--- src/rtl/seg7_display_arbiter.sv ---
// Fixed-priority owner arbiter for the shared 4-digit seven-segment display.
// src2 (message) > src1 (alarm/set) > src0 (time). A minimum hold time keeps
// the display from flickering between owners. A src2 owner blinks its value.
//
// state | meaning
// ------+-------------------------------------------
// IDLE  | no source owns the display, IDLE_VAL shown
// OWN0  | time-of-day source owns the display
// OWN1  | alarm/set-mode source owns the display
// OWN2  | message source owns the display, blinking
module seg7_display_arbiter #(
    parameter int unsigned HOLD_CYCLES  = 50_000_000,
    parameter int unsigned BLINK_CYCLES = 25_000_000,
    parameter logic [15:0] IDLE_VAL     = 16'h0000
) (
    input  logic        clk,
    input  logic        clr,
    input  logic [2:0]  req,
    input  logic [15:0] val0,
    input  logic [15:0] val1,
    input  logic [15:0] val2,
    output logic [2:0]  gnt,
    output logic [1:0]  disp_src,
    output logic [15:0] x,
    output logic        disp_on
);

    // A parameter value of 1 would give a zero-width counter, so floor at 1 bit.
    localparam int HW = (HOLD_CYCLES > 1) ? $clog2(HOLD_CYCLES) : 1;
    localparam int BW = (BLINK_CYCLES > 1) ? $clog2(BLINK_CYCLES) : 1;
    localparam logic [HW-1:0] HOLD_LOAD  = HW'(HOLD_CYCLES - 1);
    localparam logic [BW-1:0] BLINK_LAST = BW'(BLINK_CYCLES - 1);

    // Encoding order doubles as priority order: a larger value outranks a smaller.
    typedef enum logic [1:0] {
        IDLE = 2'd0,
        OWN0 = 2'd1,
        OWN1 = 2'd2,
        OWN2 = 2'd3
    } state_t;

    state_t          state;
    state_t          state_nxt;
    state_t          hp;
    logic            owner_req;
    logic [HW-1:0]   hold_cnt;
    logic [BW-1:0]   blink_cnt;
    logic [2:0]      gnt_nxt;
    logic [1:0]      src_nxt;
    logic [15:0]     x_nxt;

    // Highest-priority requester and whether the current owner still requests.
    always_comb begin
        hp = IDLE;
        if (req[2])      hp = OWN2;
        else if (req[1]) hp = OWN1;
        else if (req[0]) hp = OWN0;

        owner_req = 1'b0;
        case (state)
            OWN0:    owner_req = req[0];
            OWN1:    owner_req = req[1];
            OWN2:    owner_req = req[2];
            default: owner_req = 1'b0;
        endcase
    end

    // Next owner: a dropped request hands over at once; preemption waits for hold.
    always_comb begin
        state_nxt = state;
        if (state == IDLE || !owner_req) begin
            state_nxt = hp;
        end else if (hp > state && hold_cnt == '0) begin
            state_nxt = hp;
        end
    end

    // Output values for the next owner, so grant and data change together.
    always_comb begin
        gnt_nxt = 3'b000;
        src_nxt = 2'd3;
        x_nxt   = IDLE_VAL;
        case (state_nxt)
            OWN0: begin gnt_nxt = 3'b001; src_nxt = 2'd0; x_nxt = val0; end
            OWN1: begin gnt_nxt = 3'b010; src_nxt = 2'd1; x_nxt = val1; end
            OWN2: begin gnt_nxt = 3'b100; src_nxt = 2'd2; x_nxt = val2; end
            default: begin gnt_nxt = 3'b000; src_nxt = 2'd3; x_nxt = IDLE_VAL; end
        endcase
    end

    // Owner state register.
    always_ff @(posedge clk or posedge clr) begin
        if (clr) state <= IDLE;
        else     state <= state_nxt;
    end

    // Hold counter: reloaded on every grant into a new owner, then runs down to 0.
    always_ff @(posedge clk or posedge clr) begin
        if (clr) begin
            hold_cnt <= '0;
        end else if (state_nxt != state && state_nxt != IDLE) begin
            hold_cnt <= HOLD_LOAD;
        end else if (hold_cnt != '0) begin
            hold_cnt <= hold_cnt - HW'(1);
        end
    end

    // Blink phase for src2; every other owner shows steady segments.
    always_ff @(posedge clk or posedge clr) begin
        if (clr) begin
            blink_cnt <= '0;
            disp_on   <= 1'b1;
        end else if (state_nxt == OWN2 && state == OWN2) begin
            if (blink_cnt == BLINK_LAST) begin
                blink_cnt <= '0;
                disp_on   <= ~disp_on;
            end else begin
                blink_cnt <= blink_cnt + BW'(1);
            end
        end else begin
            blink_cnt <= '0;
            disp_on   <= 1'b1;
        end
    end

    // Registered grant, owner index and display value.
    always_ff @(posedge clk or posedge clr) begin
        if (clr) begin
            gnt      <= 3'b000;
            disp_src <= 2'd3;
            x        <= IDLE_VAL;
        end else begin
            gnt      <= gnt_nxt;
            disp_src <= src_nxt;
            x        <= x_nxt;
        end
    end

endmodule

--- config.mk ---
export PLATFORM = sky130hd
export DESIGN_NAME = seg7_display_arbiter
export DESIGN_NICKNAME = d
export VERILOG_FILES = /design/src/rtl/seg7_display_arbiter.sv
export SDC_FILE = /design/constraint.sdc
export NUM_CORES = 1
export LEC_CHECK = 0
export ABC_AREA = 1
export ABC_CLOCK_PERIOD_IN_PS = 4300
export BUFFER_PORTS_ARGS = -buffer_cell sky130_fd_sc_hd__clkbuf_2
export CORE_MARGIN = 4
export CORE_UTILIZATION = 30
export CTS_CLUSTER_DIAMETER = 80
export DETAILED_ROUTE_END_ITERATION = 6
export PLACE_DENSITY = 0.49
export SKIP_LAST_GASP = 1
export SLEW_MARGIN = 20
export SYNTH_ARGS = -nofsm -noshare
export SYNTH_HDL_FRONTEND = slang
export SYNTH_SLANG_ARGS = --single-unit
--- constraint.sdc ---
create_clock -name clk -period 4.3 [get_ports clk]
set_input_delay 0.215 -clock clk [delete_from_list [all_inputs] [get_ports clk]]
set_output_delay 0.215 -clock clk [all_outputs]
set_load 0.01 [all_outputs]
# After elaboration in Yosys (flattened, before gate mapping)
# Cells that the tools add are included.
# word_totals
ff_bits,75
latch_bits,0
mem_bits_rw,0
mem_bits_ro,0
inputBits,53
word_cells,45
memories,0
# op_classes
n_addsub,2
mul,0
div,0
magnitude_cmp,1
n_eq_ne,9
n_shift,0
n_mux,15
bitwise_logic,1
reduce_logical,10
# op_table
operator,count
$mux 26,2
$mux 25,2
$pmux 16 s3,1
$logic_not 26->1,1
$reduce_bool 26->1,1
$sub 26x1->26 const B,1
$add 25x1->25 const B,1
$eq 25x25->1 const B,1
$pmux 3 s3,1
$eq 2x2->1 const B,4
$mux 2,4
$pmux 2 s3,1
$eq 2x1->1 const B,2
$reduce_bool 2->1,2
$logic_and 1x1->1,3
$mux 1,3
$pmux 1 s3,1
$gt 2x2->1,1
$logic_not 2->1,1
$ne 2x1->1 const B,1
$ne 2x2->1,1
$logic_not 1->1,1
$logic_or 1x1->1,1
$not 1->1,1

# Longest topological paths before layout
# Gate-level depths: netlist of run 1.
# depth
ltp_word,10
mapped_depth,18

# Least setup slack after synthesis of run 1
# Ideal clock, no wire load.
# synth_timing
path_kind,register to register
from,register state[1]
to,register blink_cnt[21]
setup_ns,0.088
arrival_ns,2.693
slack_ns,1.519
path_stages_with_launch,15
n_path_buf,2
path_cell_list,dfrtp_1 -> inv_1 -> ha_1 -> a21oi_1 -> nor2_1 -> nand4_2 -> nand2_4 -> o21ai_0 -> ha_1 -> clkbuf_1 -> nand3_1 -> inv_1 -> nand2_2 -> buf_4 -> nor3b_1
# synth_via
elab_chain_cells,8
elab_cells_between_ends,14
cone_classes,1 x order compare; 4 x eq/ne; 4 x mux; 5 x reduce/logical
# synth_lines
element,line_no,rtl
from (decl),42,state_t state;
from (signal assigned),94,else state <= state_nxt;
$eq 2x2->1 or $eq 2x1->1 (tied branches),60,case (state)
$pmux 1 s3,60,
$logic_not 1->1,71,if (state == IDLE || !owner_req) begin
$logic_or 1x1->1,71,
$mux 2 *,71,
named net state_nxt[0],43,state_t state_nxt;
$eq 2x2->1 *,113,end else if (state_nxt == OWN2 && state == OWN2) begin
$logic_and 1x1->1 *,113,
$mux 25 *,113,
to (signal assigned),118,blink_cnt <= blink_cnt + BW'(1);
to (decl),47,logic [BW-1:0] blink_cnt;
# The timed path passes the listed nets; every way through them passes the cells marked *.
# A chain may end at the register's enable or synchronous reset.

# Final worst setup path of run 1
# Same ends and word-level chain as after synthesis.

==> metrics.md, run 1 <==
| Metric | Value |
|---|---|
| Synth cell count leaders | 125 x nand2_1, 90 x inv_1, 72 x dfrtp_1, 59 x nor2_1, 49 x nand3_1 |
| Register area share after synthesis | 42.60% |
| M1 WL | 4.931 mm |
| Post-Synth Adder-Cell Area | 3.685% |
| All-layer global routing usage | 12.94% |
| CP endpoint kind | flop |
| Die H | 129.3 um |
| Power Internal | 0.001640 W |
| First-pass GRT wire length | 17.13 mm |
| Share of the synthesized area in the top cell type | 40.82% |
| Row Count | 44 |
| # Max-Cap Violations | 0 |
| RSZ-0062 raised after global routing | no |
| Crit path kind | reg2reg |
| Vias in the first global route | 3577 |
| RD Place Congestion | 0.8076 |
| EDFF count, synth | 0 |
| Cts hold-fix bufs | 0 |
| Initial antenna violation count | 0 |
| Core area | 0.01448 sq mm |
| Largest family of logic cells by synthesized area | simple AND/OR/NAND/NOR gates |
| Switch share | 38.68% |
| I/O Buffers | 74 |
| Total CTS buffers | 9 |
| Root Driver | clkbuf_16 |
| Mux share of post-synthesis cell area | 0.2268% |
| I/O pins | 75 |
| Synth Flop Type | dfrtp_1 |
| Ys async rst share | 100.0% |
| Post-CTS setup buffers | 0 |
| Final hold viol count | 0 |
| Clock power frac | 28.1% |
| HPWL after detailed placement | 7.769 mm |
| Outcome | finished, final reports clean |
| Fill count | 1516 |
| Full die area | 0.01672 sq mm |
| CTS resizes | 0 |
| Synth cell types | 39 |
| FMAX | 279.9 MHz |
| Final ANT Viol Nets | 0 |
| Max_slew headroom | 36.17% |
| Final WS setup | 0.7269 ns |
| CP Data Required Time | 4.54 ns |
| PwrDens | 508.4 mW/mm^2 |
| Skew final | 0.008513 ns |
| Diodes inserted | 0 |
| Drt total wl | 10.08 mm |
| Worst Tran Pin Value | 0.9574 ns |
| WP data arrival | 3.82 ns |
| Drt pass-1 iters | 5 |
| Clock-pin slew on the worst setup and hold paths | 0.06 ns |
| Nets | 704 |
| Wire length on met3 | 476 um |
| Post-synth top area cell | dfrtp_1 |
| Layout cells sized above 1 | 23.02% |
| Met2 wire len | 4.474 mm |
| Gr ovfl total | 0 |
| Maximum VDD drop | 0.2219 mV |
| CTS tree | done |
| R2r worst-path depth | 13 |
| Syn Nets | 628 |
| Via/cell ratio | 4.446 |
| Initial core utilization | 30.49% |
| Die width | 129.3 um |
| Place WS | 0.6215 ns |
| Final std cells w/o fill | 827 |
| DP Cell Count | 811 |
| Layout area overhead | 19.19% |
| Footprint of the multi-input gates | 0.002123 sq mm |
| Min Tclk post-route | 3.573 ns |
| CP max FO | 17 |
| Post-Synth XOR/XNOR Area | 3.571% |
| Clk sinks | 75 |
| Max Root-Sink Buffers | 2 |
| Worst setup SP type | flop |
| Final setup fails | 0 |
| Via Count | 3677 |
| Register area | 0.001881 sq mm |
| Synth Area in Compound Gates | 3.543% |
| Synth warn | 0 |
| Reg2Reg Setup Slack | 0.73 ns |
| Post-synthesis average cell area | 7.855 sq um |
| Pin count of the biggest net entering global routing | 76 |
| Area contributors post-synth | dfrtp_1 41%, nand2_1 11%, inv_1 7.7% |
| Count leader, synth | nand2_1 |
| Iteration-0 DRC Markers | 161 |
| H-tree levels | 3 |
| Syn Std Cell Area | 0.004414 sq mm |
| Post-synthesis register bit count | 75 |
| Sequential power share | 33.5% |
| DR WL/cell | 12.19 um |
| Fin. max-slew vios | 0 |
| Final Cycle Share | 83.09% |
| Post-Synthesis Cells | 562 |
| NetSw | 0.001035 W |
| Simple-Gate Fraction of Synth Area | 37.07% |
| Comb pwr share | 38.3% |
| Top Metal Used | met4 |
| Number of remaining DRC errors | 0 |
| Clock Latency Late Sink | 0.34 ns |
| Static Leak | 2.621 nW |
| Final TNS setup | 0 ns |
| Worst Hold Class | in2async |
final timing paths:
path                                            endpoint              startpoint
worst max-delay path             blink_cnt[21]$_DFF_PP0_      state[1]$_DFF_PP0_
worst min-delay path                     x[15]$_DFF_PP0_                     clr
worst max register to register   blink_cnt[21]$_DFF_PP0_      state[1]$_DFF_PP0_
worst min register to register    blink_cnt[0]$_DFF_PP0_  blink_cnt[0]$_DFF_PP0_
max in group asynchronous       hold_cnt[16]$_DFFE_PP0P_                     clr
min in group clk                          x[6]$_DFF_PP0_                 val2[6]
state kept, by name, indices dropped and copies added (netlist names):
register,cells
disp_on,1
hold_cnt,26
gnt,3
disp_src,2
x,16
state,2
blink_cnt,25
power by group through the flow:
stage	clock [W]	sequential [W]	combinational, W
after floorplan	0	0.000945	0.000738
after global placement	0	0.000910	0.00104
after detailed placement	0	0.000908	0.00106
after CTS	0.000778	0.000900	0.00105
after global routing	0.000805	0.000911	0.00118
final	0.000752	0.000897	0.00103
cells by family after synthesis:
family / count (synthesis)
AO/OA/AOI/OAI: 26
XOR/XNOR: 18
adder cells (fa/ha/maj): 13
buffers and inverters: 103
flip-flops: 75
multiplexers: 1
AND/OR/NAND/NOR: 326
metal layers:
layer	vias up	global-route usage (%)
met5	-	0
met4	0	5.559
li1	1910	-
met2	63	19.30
met1	1692	18.06
met3	12	2.927
layout by cell type (no fill, tap or decap), types with 10 or more instances in the layout:
| cell | instances |
|---|---|
| nand2_1 | 125 |
| inv_1 | 89 |
| clkbuf_2 | 74 |
| dfrtp_1 | 72 |
| nor2_1 | 59 |
| nand3_1 | 49 |
| nor3_1 | 17 |
| xor2_1 | 16 |
| ha_1 | 13 |
| nor2_2 | 12 |
| nand2_2 | 12 |
| nand4_1 | 12 |
| nand2_4 | 10 |
| o21ai_0 | 10 |
worst max-delay path, stage by stage, from the launching register on:
cell,delay [ns]
dfrtp_1,0.40
inv_1,0.10
ha_1,0.32
a21oi_1,0.15
nor2_1,0.06
nand4_2,0.10
nand2_4,0.09
o21ai_0,0.57
ha_1,0.26
buf_4,0.22
nand3_1,0.40
inv_1,0.32
nand2_2,0.22
nor3b_1,0.26
metrics by stage:
step / total power (W) / hold slack (ns) / area (sq um) / utilization, %
finish: 0.002675 / 0.1427 / 5261 / 36.34
global route: 0.002893 / 0.1759 / 5261 / 36.34
CTS: 0.002733 / 0.1580 / 5261 / 36.34
detailed placement: 0.001963 / 0.4592 / 4965 / 34.29
global placement: 0.001953 / 0.4606 / 4965 / 34.29
floorplan: 0.001683 / 0.4079 / 4414 / -
area by class of cell:
cell class,instances,area share [%]
Timing Repair Buffer,76,7.325
Inverter,92,6.564
Multi-Input combinational cell,384,40.36
Sequential cell,75,35.74
Clock inverter,4,0.9512
Clock buffer,12,4.685
Tap cell,184,4.376
(Power assumes the default switching activity.)
==> run 2: changes to the inputs <==
--- a/config.mk
+++ b/config.mk
@@ -5,14 +5,14 @@
 export SDC_FILE = /design/constraint.sdc
 export NUM_CORES = 1
 export LEC_CHECK = 0
-export ABC_AREA = 1
-export ABC_CLOCK_PERIOD_IN_PS = 4300
+export ABC_AREA = 0
+export ABC_CLOCK_PERIOD_IN_PS = 3050
 export BUFFER_PORTS_ARGS = -buffer_cell sky130_fd_sc_hd__clkbuf_2
 export CORE_MARGIN = 4
 export CORE_UTILIZATION = 30
 export CTS_CLUSTER_DIAMETER = 80
 export DETAILED_ROUTE_END_ITERATION = 6
-export PLACE_DENSITY = 0.49
+export PLACE_DENSITY = 0.51
 export SKIP_LAST_GASP = 1
 export SLEW_MARGIN = 20
 export SYNTH_ARGS = -nofsm -noshare
==> constraint.sdc (replaced) <==
create_clock -name clk -period 3.05 [get_ports clk]
set_input_delay 0.1525 -clock clk [delete_from_list [all_inputs] [get_ports clk]]
set_output_delay 0.1525 -clock clk [all_outputs]
set_load 0.01 [all_outputs]
==> run 2 against run 1 <==
Effect of this change:
- routed wire length shrank 12%
- sequential power grew 42%
- synthesized area shrank 13%
- combinational power is essentially flat
- power grew 34%
- non-clock buffer count grew 16
- clock-buffer cell count shrank 1
- hold slack lost 0.082 ns
- via count shrank 18%
- critical path depth shrank 2
- setup slack lost 0.54 ns
- critical endpoint is now x[8]$_DFF_PP0_
- highest routed layer unchanged
==> metrics.md, run 2 <==
| Metric | Value |
|---|---|
| Post-Synth XOR/XNOR Area | 10.05% |
| WP data arrival | 3.08 ns |
| Drt pass-1 iters | 7 |
| Via Count | 3027 |
| DR WL/cell | 14.12 um |
| CP endpoint kind | flop |
| Synth Area in Compound Gates | 10.40% |
| Synth Flop Type | dfrtp_1 |
| Delay-heaviest family, CP | compound AO/OA/AOI/OAI gates |
| Simple-Gate Fraction of Synth Area | 22.50% |
| Crit-path most repeated cell | buf_4 |
| Worst path max stage delay | 0.44 ns |
| Synth cell types | 47 |
| Syn Nets | 429 |
| EDFF count, synth | 0 |
| Post-synth top area cell | dfrtp_1 |
| Row Count | 41 |
| Commonest non-fill, non-tap cells in the layout | 74 x clkbuf_2, 72 x dfrtp_1, 56 x nor2_1 |
| CTS tree | done |
| Most common cell after layout, fill and taps aside | clkbuf_2 |
| Iteration-0 DRC Markers | 128 |
| Core area | 0.01257 sq mm |
| # Max-Cap Violations | 0 |
| Clock power frac | 35.3% |
| Min Tclk post-route | 2.860 ns |
| Root Driver | clkbuf_16 |
| Drt total wl | 8.825 mm |
| Nets | 514 |
| Clk sinks | 75 |
| Outcome | finished, final reports clean |
| Worst Tran Pin Value | 0.7729 ns |
| I/O pins | 75 |
| Placed cell areas | 0.004501 sq mm |
| Initial core utilization | 30.52% |
| Final hold viol count | 0 |
| RD Place Congestion | 0.7704 |
| Post-synthesis average cell area | 10.57 sq um |
| Die width | 121.1 um |
| Total CTS buffers | 9 |
| Number of remaining DRC errors | 0 |
| Post-Synth Adder-Cell Area | 4.240% |
| H-tree levels | 3 |
| Static Leak | 2.097 nW |
| Count leader, synth | dfrtp_1 |
| Crit path depth | 11 |
| Skew final | 0.007648 ns |
| CP max FO | 18 |
| Diodes inserted | 0 |
| Biggest regs | hold_cnt (26), blink_cnt (25), x (16) |
| Ys async rst share | 100.0% |
| Gr ovfl total | 0 |
| Final Cell Area | 0.004892 sq mm |
| Clock-pin slew on the worst setup and hold paths | 0.06 ns |
| Critical-path top delay cell | o41ai_4 |
| Largest family of logic cells by synthesized area | simple AND/OR/NAND/NOR gates |
| PwrDens | 731.5 mW/mm^2 |
| NetSw | 0.001109 W |
| Max Root-Sink Buffers | 2 |
| Sequential power share | 35.4% |
| Fin. max-slew vios | 0 |
| First-pass GRT wire length | 15.47 mm |
| Final setup fails | 0 |
| Syn Std Cell Area | 0.003836 sq mm |
| Synth cell count leaders | 72 x dfrtp_1, 56 x nor2_1, 34 x xor2_1, 20 x nand2_1, 17 x nand3_1 |
| Final TNS setup | 0 ns |
| Clock Latency Late Sink | 0.33 ns |
| Via/cell ratio | 4.843 |
| Final ANT Viol Nets | 0 |
| Vias in the first global route | 3185 |
| I/O Buffers | 74 |
| FMAX | 349.6 MHz |
| Worst setup SP type | flop |
| Full die area | 0.01466 sq mm |
| Power Internal | 0.002469 W |
| Share of the synthesized area in the top cell type | 46.97% |
| Final Cycle Share | 93.78% |
| Crit path kind | reg2reg |
| Worst hold path depth | 3 |
| Pin count of the biggest net entering global routing | 41 |
| Max reg flops | 26 |
| Synth warn | 0 |
| CP Data Required Time | 3.27 ns |
| Largest register by flop count | hold_cnt |
| Comb pwr share | 29.4% |
| CP bufs+invs | 3 |
| Initial antenna violation count | 0 |
| Mux share of post-synthesis cell area | 0.8480% |
| Worst path cell trace | nor4_2, buf_4, nand3_1, o41ai_4, buf_4, nand2_1, o21a_2, ha_1, buf_12, a222oi_1, nor2_1 |
| Worst Hold Class | in2reg |
| HPWL after detailed placement | 6.400 mm |
| Die H | 121.1 um |
| All-layer global routing usage | 13.01% |
| Post-synthesis register bit count | 75 |
| Switch share | 30.99% |
| R2r worst-path depth | 11 |
| Area contributors post-synth | dfrtp_1 47%, xor2_1 7.8%, nor2_1 5.5% |
| Max_slew headroom | 48.40% |
| Register area share after synthesis | 49.02% |
| RSZ-0062 raised after global routing | no |
| Layout area overhead | 27.53% |
| Post-Synthesis Cells | 363 |
| Layout cells sized above 1 | 28.26% |
| Maximum VDD drop | 0.3678 mV |
run 2: area by class of cell:
type	instances	area [sq um]
fill	1238	7676
sequential	75	1881
multi-input combinational	261	1857
timing repair buffer	92	545.5
clock buffer	11	252.7
tap	172	215.2
clock inverter	5	107.6
inverter	9	33.78
run 2: worst paths after layout:
check / slack [ns] / startpoint / to
setup reg to reg: 0.19 / hold_cnt[22]$_DFFE_PP0P_ / x[8]$_DFF_PP0_
hold reg to reg: 0.49 / blink_cnt[0]$_DFF_PP0_ / blink_cnt[0]$_DFF_PP0_
min in group asynchronous: 0.49 / clr / blink_cnt[12]$_DFF_PP0_
setup / recovery: 0.19 / hold_cnt[22]$_DFFE_PP0P_ / x[8]$_DFF_PP0_
hold / removal: 0.06 / val1[3] / x[3]$_DFF_PP0_
max in group asynchronous: 1.81 / clr / disp_src[0]$_DFF_PP1_
run 2: power groups by stage:
stage	Sequential (W)	Clock (W)	Combinational [W]
after floorplan	0.00133	0	0.000588
after global placement	0.00128	0	0.00104
after detailed placement	0.00128	0	0.00105
after CTS	0.00127	0.00129	0.00105
after global routing	0.00129	0.00135	0.00117
final	0.00127	0.00126	0.00105
run 2: cells by family after synthesis:
family | after synthesis
and+or+nand+nor | 156
buffers and inverters | 27
adders and majority gates | 13
DFF | 75
AOI/OAI and AO/OA | 45
xor gates and xnor gates | 44
muxes | 3
run 2: stage by stage:
stage	worst slack [ns]	util, %	total power, W	cells	hold WS [ns]
after floorplan	0.05246	-	0.001917	363	0.3078
after global placement	0.1048	35.81	0.002329	607	0.3349
after detailed placement	0.04408	35.81	0.002333	607	0.3384
after CTS	0.02877	38.76	0.003616	624	0.04719
after global routing	0.003574	38.92	0.003804	625	0.06626
final	0.1898	38.92	0.003578	625	0.06047
run 2: worst reg2reg max path: stages, from the launching register on:
cell and delay, ns:
dfrtp_1 0.42, nor4_2 0.32, buf_4 0.18, nand3_1 0.14, o41ai_4 0.44, buf_4 0.19, nand2_1 0.06, o21a_2 0.17
ha_1 0.26, buf_12 0.17, a222oi_1 0.34, nor2_1 0.07
run 2: layer usage:
layer	vias to the layer above	track usage, %	wire [um]
li1	1483	-	-
met1	1452	16.34	4059
met2	84	21.08	4101
met3	8	3.730	535
met4	0	5.241	128
met5	-	0	0
run 2: what timing repair did:
action / in CTS / in global routing
buffers inserted: 0 / 1
setup endpoints to repair: 0 / 21
gates resized for setup: 0 / 4
hold buffers: 1 / 0
endpoints found under the hold margin: 34 / 0
==> run 3: changes to the inputs <==
--- a/config.mk
+++ b/config.mk
@@ -7,12 +7,11 @@
 export LEC_CHECK = 0
 export ABC_AREA = 0
 export ABC_CLOCK_PERIOD_IN_PS = 3050
-export BUFFER_PORTS_ARGS = -buffer_cell sky130_fd_sc_hd__clkbuf_2
+export BUFFER_PORTS_ARGS = -buffer_cell sky130_fd_sc_hd__buf_2
 export CORE_MARGIN = 4
 export CORE_UTILIZATION = 30
 export CTS_CLUSTER_DIAMETER = 80
 export DETAILED_ROUTE_END_ITERATION = 6
-export PLACE_DENSITY = 0.51
 export SKIP_LAST_GASP = 1
 export SLEW_MARGIN = 20
 export SYNTH_ARGS = -nofsm -noshare
==> run 3 against run 2 <==
Effect of this change:
- critical path depth shrank 3
- critical path type unchanged
- die area is the same
- setup slack gained 0.013 ns
- clock-buffer cell count shrank 1
- largest cell class unchanged
==> metrics.md, run 3 (synthesized netlist as in run 2, its figures left out) <==
| Metric | Value |
|---|---|
| Outcome | finished, final reports clean |
| Layout cells sized above 1 | 29.63% |
| Grt peak-use layer | met2 |
| Via/cell ratio | 4.916 |
| Hold_ws | 0.06172 ns |
| Pin count of the biggest net entering global routing | 29 |
| Final Cycle Share | 93.34% |
| Grt met2 use | 21.81% |
| First-pass GRT wire length | 15.55 mm |
| FMAX | 351.3 MHz |
| Via Count | 3102 |
| Clock Latency Late Sink | 0.34 ns |
| CP Data Required Time | 3.26 ns |
| Power Internal | 0.002358 W |
| All-layer global routing usage | 13.19% |
| Worst path cell trace | nor4_4, nand4_4, o41ai_4, mux2_4, ha_1, buf_4, a222oi_1, nor2_1 |
| Worst setup SP type | flop |
| Hold_sp | val0[4] |
| Min Tclk post-route | 2.847 ns |
| Number of remaining DRC errors | 0 |
| Max_slew headroom | 62.13% |
| Most common cell after layout, fill and taps aside | buf_2 |
| Fin. max-slew vios | 0 |
| Total CTS buffers | 9 |
| Drt total wl | 9.038 mm |
| Gr ovfl total | 0 |
| I/O pins | 75 |
| Worst path max stage delay | 0.48 ns |
| Initial core utilization | 30.52% |
| CP max FO | 17 |
| Initial antenna violation count | 0 |
| Clock power frac | 33.9% |
| Skew final | 0.007959 ns |
| Worst Tran Pin Value | 0.5628 ns |
| Grt met1 use | 16.32% |
| # Max-Cap Violations | 0 |
| Worst Hold Class | in2reg |
| Critical-path top delay cell | o41ai_4 |
| Power Total | 0.003501 W |
| H-tree levels | 3 |
| Final hold viol count | 0 |
| Row Count | 41 |
| Critical Path Source | hold_cnt[15]$_DFFE_PP0P_ |
| Core area | 0.01257 sq mm |
| Full die area | 0.01466 sq mm |
| Commonest non-fill, non-tap cells in the layout | 74 x buf_2, 72 x dfrtp_1, 56 x nor2_1 |
| DR WL/cell | 14.32 um |
| Final setup fails | 0 |
| Die width | 121.1 um |
| M3 GR Usage | 4.662% |
| NetSw | 0.001143 W |
| Iteration-0 DRC Markers | 235 |
| Die H | 121.1 um |
| Switch share | 32.66% |
| Clk sinks | 75 |
| Worst hold path depth | 3 |
| Nets | 520 |
| Fill count | 1216 |
| CTS tree | done |
| CP endpoint kind | flop |
| Final ANT Viol Nets | 0 |
| WP data arrival | 3.06 ns |
| Layout area overhead | 27.50% |
| Drt pass-1 iters | 5 |
| RR Startpoint | hold_cnt[15]$_DFFE_PP0P_ |
| I/O Buffers | 74 |
| Vias in the first global route | 3264 |
| Clock-pin slew on the worst setup and hold paths | 0.06 ns |
| Static Leak | 2.091 nW |
| HPWL after detailed placement | 6.466 mm |
| Comb pwr share | 30.1% |
| Max reg flops | 26 |
| Diodes inserted | 0 |
| RD Place Congestion | 0.8174 |
| R2r worst-path depth | 8 |
| Sequential power share | 35.9% |
| Final TNS setup | 0 ns |
| Largest register by flop count | hold_cnt |
| PwrDens | 715.8 mW/mm^2 |
| Biggest regs | hold_cnt (26), blink_cnt (25), x (16) |
| Crit path kind | reg2reg |
| Maximum VDD drop | 0.4212 mV |
| Max Root-Sink Buffers | 2 |
| Root Driver | clkbuf_16 |
| RSZ-0062 raised after global routing | no |
## run 3: final timing paths
check / end / slack [ns]
setup / recovery: x[3]$_DFF_PP0_ / 0.20
setup reg to reg: x[3]$_DFF_PP0_ / 0.20
min in group asynchronous: hold_cnt[14]$_DFFE_PP0P_ / 0.41
hold / removal: x[4]$_DFF_PP0_ / 0.06
max in group asynchronous: disp_on$_DFFE_PP1P_ / 1.85
hold reg to reg: blink_cnt[0]$_DFF_PP0_ / 0.49
## run 3: cell type report
class / count / area [sq um] / share of cell area [%]
Clock inverter: 6 / 95.09 / 1.944
Sequential cell: 75 / 1881 / 38.45
Clock buffer: 10 / 239.0 / 4.886
Inverter: 9 / 33.78 / 0.6907
Tap cell: 172 / 215.2 / 4.400
Timing Repair Buffer: 98 / 565.5 / 11.56
Multi-Input combinational cell: 261 / 1862 / 38.07
## run 3: timing repair
action	4_1_cts	5_1_grt
setup buffers	0	2
setup endpoints to repair	1	42
pin swaps	0	3
endpoints found under the hold margin	19	0
hold buffers	1	0
gates cloned	0	0
gates resized for setup	1	5
## run 3: per-stage QoR
stage / util (%) / instance area, sq um / instances / setup WS, ns
floorplan: - / 3836 / 363 / 0.05246
detailed placement: 35.91 / 4513 / 612 / -0.008455
global route: 38.91 / 4891 / 631 / 0.01593
global placement: 35.91 / 4513 / 612 / 0.1422
finish: 38.91 / 4891 / 631 / 0.2033
CTS: 38.67 / 4860 / 629 / 0.07626
## run 3: per-layer routing
metal / vias to the layer above / wire length [um]
met2: 93 / 4316
met3: 11 / 621
met1: 1497 / 3991
met5: - / 0
met4: 0 / 109
li1: 1501 / -
## run 3: power groups by stage
stage,Sequential [W],Combinational (W),Clock [W]
finish,0.00126,0.00105,0.00119
global route,0.00128,0.00116,0.00126
CTS,0.00126,0.00106,0.00121
detailed placement,0.00127,0.00105,0
global placement,0.00127,0.00103,0
floorplan,0.00133,0.000588,0
## run 3: worst max-delay path: cells and delay by family (launching register included)
kind,cells,cell delay [ns]
flip-flops,1,0.45
adder cells (fa/ha/maj),1,0.21
multiplexers,1,0.37
buffers and inverters,1,0.20
AO/OA/AOI/OAI,2,0.82
AND/OR/NAND/NOR,3,0.65
